--- src/rtl/lv_pwm_burst_decode.sv ---
// LV-side PWM INTB decoder: synchronises and deglitches the active-low PWM line,
// counts low pulses per burst and reports the burst length as a code / INTB level.
module lv_pwm_burst_decode #(
  parameter int unsigned  FILT_CYC  = 2,
  parameter int unsigned  GAP_W     = 4,
  parameter int unsigned  MAX_PULSE = 7,
  parameter int unsigned  SET_CODE  = 1,
  parameter int unsigned  CLR_CODE  = 3,
  localparam int unsigned CODE_W    = $clog2(MAX_PULSE + 1)
) (
  input  logic              i_clk,
  input  logic              i_rst,
  input  logic              i_en,
  input  logic              i_pwm_n,
  input  logic [GAP_W-1:0]  i_gap_th,
  output logic              o_pwm_gwave,
  output logic              o_flt_pwm_n,
  output logic              o_code_vld,
  output logic [CODE_W-1:0] o_code,
  output logic              o_code_err,
  output logic              o_intb_n,
  output logic              o_busy
);

  localparam int unsigned FCNT_W = $clog2(FILT_CYC + 1);

  typedef enum logic [1:0] {
    IDLE  = 2'd0,
    COUNT = 2'd1,
    OVF   = 2'd2
  } state_t;

  state_t              state, state_nxt;
  logic                sync1, sync2, flt, ev;
  logic [FCNT_W-1:0]   fcnt;
  logic [GAP_W-1:0]    gap_cnt, gap_thr;
  logic [CODE_W-1:0]   pcnt, pcnt_nxt, code_nxt;
  logic                flt_fire, gap_end;
  logic                vld_nxt, err_nxt, intb_nxt;

  assign o_pwm_gwave = i_pwm_n;
  assign o_flt_pwm_n = flt;

  // A zero threshold would end a burst immediately; treat it as one cycle.
  assign gap_thr  = (i_gap_th == '0) ? GAP_W'(1) : i_gap_th;
  assign flt_fire = (sync2 != flt) && (fcnt == FCNT_W'(FILT_CYC - 1));
  assign gap_end  = (state != IDLE) && !ev && (gap_cnt >= gap_thr);

  // Synchroniser, deglitch filter, falling-edge event and gap counter.
  always_ff @(posedge i_clk) begin
    if (i_rst) begin
      sync1   <= 1'b1;
      sync2   <= 1'b1;
      flt     <= 1'b1;
      fcnt    <= '0;
      ev      <= 1'b0;
      gap_cnt <= '0;
    end else begin
      sync1 <= i_pwm_n;
      sync2 <= sync1;
      if (sync2 == flt) begin
        fcnt <= '0;
      end else if (flt_fire) begin
        fcnt <= '0;
        flt  <= sync2;
      end else begin
        fcnt <= fcnt + FCNT_W'(1);
      end
      ev <= flt_fire && flt;
      if (ev || !i_en) begin
        gap_cnt <= '0;
      end else if (gap_cnt != '1) begin
        gap_cnt <= gap_cnt + GAP_W'(1);
      end
    end
  end

  // FSM state and registered burst outputs.
  always_ff @(posedge i_clk) begin
    if (i_rst) begin
      state      <= IDLE;
      pcnt       <= '0;
      o_code_vld <= 1'b0;
      o_code_err <= 1'b0;
      o_code     <= '0;
      o_intb_n   <= 1'b1;
      o_busy     <= 1'b0;
    end else begin
      state      <= state_nxt;
      pcnt       <= pcnt_nxt;
      o_code_vld <= vld_nxt;
      o_code_err <= err_nxt;
      o_code     <= code_nxt;
      o_intb_n   <= intb_nxt;
      o_busy     <= (state_nxt != IDLE);
    end
  end

  // Next-state and burst-end decode; a simultaneous event always wins over gap_end.
  always_comb begin
    state_nxt = state;
    pcnt_nxt  = pcnt;
    vld_nxt   = 1'b0;
    err_nxt   = 1'b0;
    code_nxt  = o_code;
    intb_nxt  = o_intb_n;
    if (!i_en) begin
      state_nxt = IDLE;
      pcnt_nxt  = '0;
    end else begin
      case (state)
        IDLE: begin
          if (ev) begin
            state_nxt = COUNT;
            pcnt_nxt  = CODE_W'(1);
          end
        end
        COUNT: begin
          if (ev) begin
            if (pcnt == CODE_W'(MAX_PULSE)) begin
              state_nxt = OVF;
            end else begin
              pcnt_nxt = pcnt + CODE_W'(1);
            end
          end else if (gap_end) begin
            state_nxt = IDLE;
            pcnt_nxt  = '0;
            vld_nxt   = 1'b1;
            code_nxt  = pcnt;
            if (pcnt == CODE_W'(SET_CODE)) begin
              intb_nxt = 1'b0;
            end else if (pcnt == CODE_W'(CLR_CODE)) begin
              intb_nxt = 1'b1;
            end
          end
        end
        OVF: begin
          if (gap_end) begin
            state_nxt = IDLE;
            pcnt_nxt  = '0;
            err_nxt   = 1'b1;
          end
        end
        default: begin
          state_nxt = IDLE;
          pcnt_nxt  = '0;
        end
      endcase
    end
  end

endmodule

--- config.mk ---
export PLATFORM = sky130hd
export DESIGN_NAME = lv_pwm_burst_decode
export DESIGN_NICKNAME = d
export VERILOG_FILES = /design/src/rtl/lv_pwm_burst_decode.sv
export SDC_FILE = /design/constraint.sdc
export NUM_CORES = 1
export LEC_CHECK = 0
export CAP_MARGIN = 0
export CORE_ASPECT_RATIO = 1.75
export CORE_MARGIN = 1
export CORE_UTILIZATION = 50
export DETAILED_ROUTE_END_ITERATION = 10
export DONT_BUFFER_PORTS = 1
export GPL_TIMING_DRIVEN = 0
export MAX_ROUTING_LAYER = met4
export PLACE_DENSITY = 0.63
export SLEW_MARGIN = 20
export SYNTH_ARGS = -nofsm -noshare
export SYNTH_HDL_FRONTEND = slang
export SYNTH_SLANG_ARGS = --single-unit
--- constraint.sdc ---
create_clock -name i_clk -period 2.7 [get_ports i_clk]
set_clock_uncertainty 0.2 [all_clocks]
set_input_delay 0.81 -clock i_clk [delete_from_list [all_inputs] [get_ports i_clk]]
set_output_delay 0.81 -clock i_clk [all_outputs]
set_load 0.05 [all_outputs]
==> results_dict.tcl <==
set metrics [dict create \
    cts_resized 0 \
    cts_buffers 3 \
    clk_pin_slew_worst_paths_ns 0.13 \
    grt.overflow.total 0 \
    final-setup-viol-count 0 \
    core_um2 2150 \
    antenna_found_initial 0 \
    syn-num-nets 145 \
    placement.io_buffers 0 \
    outcome "finished clean" \
    crit_path_end_kind "flip-flop" \
    wl_per_cell_um 14.5 \
    crit_type "input port to flip-flop" \
    r2r-end "pcnt[0]" \
    synthAdderAreaFrac_pct 10.7 \
    layout_min_cycle_time_ns 2.54 \
    syn_inst 127 \
    grt_max_degree 14 \
    tightest_slew_ns 0.563 \
    maxCapViolCount 0 \
    ctsHoldBuffers 0 \
    root_buffer "clkbuf_4" \
    multi_input_area_um2 667 \
    holdWs_ns 0.229 \
    viasPerCell 6.00 \
    num_vias 930 \
    syn_to_final_growth_pct 7.05 \
    r2r_start "gap_cnt[0]" \
    finalWirelength_mm 2.25 \
    p_per_area_nw_per_um2 516 \
    synthXorXnorAreaFrac_pct 1.50 \
    drive_above_1_share_pct 9.92 \
    min_to "sync2" \
    slew_violations 0 \
    dieArea_um2 2550 \
    ant_nets 0 \
    n_antenna_cell 0 \
    synth_top_family_by_area "simple AND/OR/NAND/NOR gates" \
    dieWidth_um 38.6 \
    power_leakage_uw 0.000451 \
    clk-insertion-delay-late_ns 0.32 \
    clock-sinks 22 \
    ctsLongestPathBuffers 2 \
    synth_ff_type "dfxtp_1" \
    async_reset_ff_share_pct 0 \
    min_from "sync1" \
    synth_edf_count 0 \
    place_ws_ns -0.159 \
    synth-simple-area-share_pct 23.9 \
    hp-class "flip-flop to flip-flop" \
    fillers 211 \
    rsz0062_at_grt "no" \
    ys_types 37 \
    grt.total_usage_pct 22.1 \
    slew_headroom_pct 62.4 \
    arrival_ns 2.57 \
    postCtsSetupBuffers 0 \
    placed_area_um2 1200 \
    dp_hpwl_mm 1.65 \
    grt_pass1_wl_mm 3.88 \
    crit_required_ns 2.72 \
    htree_levels 1 \
    cts_tree "done" \
    r2r_slack_ns 0.41 \
    io_pins 17 \
    drcViolationCount 0 \
    hold_depth 1 \
    crit_fanout 7 \
    initial_core_util_pct 54.5 \
    syn_area_um2 1170 \
    drt_pass1_iterations 4 \
    rows 22 \
    drt_iter0_markers 42 \
    fmax_mhz 393 \
    dieHeight_um 66.0 \
    final_cell_mix "dfxtp_1, inv_1, ha_1" \
    timing.final.ws_setup_ns 0.155 \
    synth_compound_area_share_pct 17.4 \
    ys_seq_area_share_pct 37.6 \
    gp_congestion 0.855 \
    layout.nets 150 \
    crit_path_start_kind "input port" \
    fin_crit_sh_pct 94.3 \
    synth_mux_area_share_pct 3.42 \
    grt_pass1_vias 935 \
    synth_seq_cells 22 \
    ff_latch_area_um2 440 \
    final_common_cell "dfxtp_1" \
    ys_warn_count 0 \
    ir_drop_uv 274 \
    design_area_um2 1250 \
    hold_viol_final 0 \
    r2r_cells 6 \
    avgSynthCellArea_um2 9.22 \
]
how the worst max path moves through the flow:
stage | startpoint | end | slack, ns | cells after the start
after floorplan | i_gap_th[3] | o_busy | 0.08 | 7
after global placement | i_gap_th[3] | pcnt[0] | -0.10 | 7
after detailed placement | i_gap_th[3] | pcnt[0] | -0.16 | 7
after CTS | i_gap_th[3] | pcnt[0] | 0.16 | 7
after global routing | i_gap_th[3] | pcnt[0] | 0.04 | 7
final | i_gap_th[3] | pcnt[0] | 0.16 | 7
cell usage after synthesis (2+ instances only):
master | count | area (um2)
dfxtp_1 | 22 | 440
ha_1 | 10 | 125
inv_1 | 10 | 37.5
nand2b_1 | 9 | 56.3
nor2b_1 | 7 | 43.8
nor3_1 | 7 | 35.0
o21ai_0 | 7 | 35.0
nand2_1 | 5 | 18.8
nor2_1 | 5 | 18.8
clkbuf_1 | 4 | 15.0
mux2i_1 | 4 | 40.0
a21oi_1 | 3 | 15.0
nand3_1 | 3 | 15.0
or2_2 | 3 | 18.8
a211oi_1 | 2 | 15.0
a221oi_1 | 2 | 17.5
nor4bb_1 | 2 | 20.0
o211ai_1 | 2 | 15.0
xnor2_1 | 2 | 17.5
registers in the layout (all words and copies together) (netlist names), 2 cells and up:
register  flops
gap_cnt       4
o_code        3
state         2
fcnt          2
pcnt          3
cell type report:
type	instances	area share, %
Multi-Input combinational cell	89	53.2
Sequential cell	22	35.1
Inverter	10	2.99
Clock inverter	1	2.40
Tap cell	24	2.40
Buffer	6	2.10
Clock buffer	3	1.80
report_power, final:
| part | internal (uW) | switching [uW] |
|---|---|---|
| combinational | 23.2 | 26.3 |
| sequential | 330 | 8.52 |
| clock | 150 | 109 |
| total | 503 | 144 |
critical path, stage by stage:
cell and delay, ns:
inv_1 0.04, a31o_2 0.24, ha_1 0.26, nand2b_4 0.15, a2111oi_4 0.58, nor3_1 0.16
a221oi_1 0.33
metrics by stage:
step | instances | setup TNS (ns) | total power, uW | util, %
4_1_cts | 155 | 0 | 650 | 58.4
5_1_grt | 155 | 0 | 671 | 58.4
3_5_place_dp | 151 | -0.637 | 396 | 55.9
3_3_place_gp | 151 | -0.195 | 393 | 55.9
2_1_floorplan | 127 | 0 | 387 | -
6_report | 155 | 0 | 647 | 58.4
per-layer routing:
layer | part of all wire (%) | vias up | GRT usage (%)
met2 | 53 | 35 | 36.3
met4 | 3.2 | 0 | 13.4
met3 | 4.8 | 9 | 4.38
met5 | 0 | - | -
li1 | - | 456 | -
met1 | 39 | 430 | 23.2
kinds of logic after synthesis:
group | count (synthesis)
buffers and inverters | 16
AO/OA/AOI/OAI | 26
flip-flops | 22
AND/OR/NAND/NOR | 47
adder cells (fa/ha/maj) | 10
XOR/XNOR | 2
multiplexers | 4
Note: power is estimated with default switching activity, not from simulation.
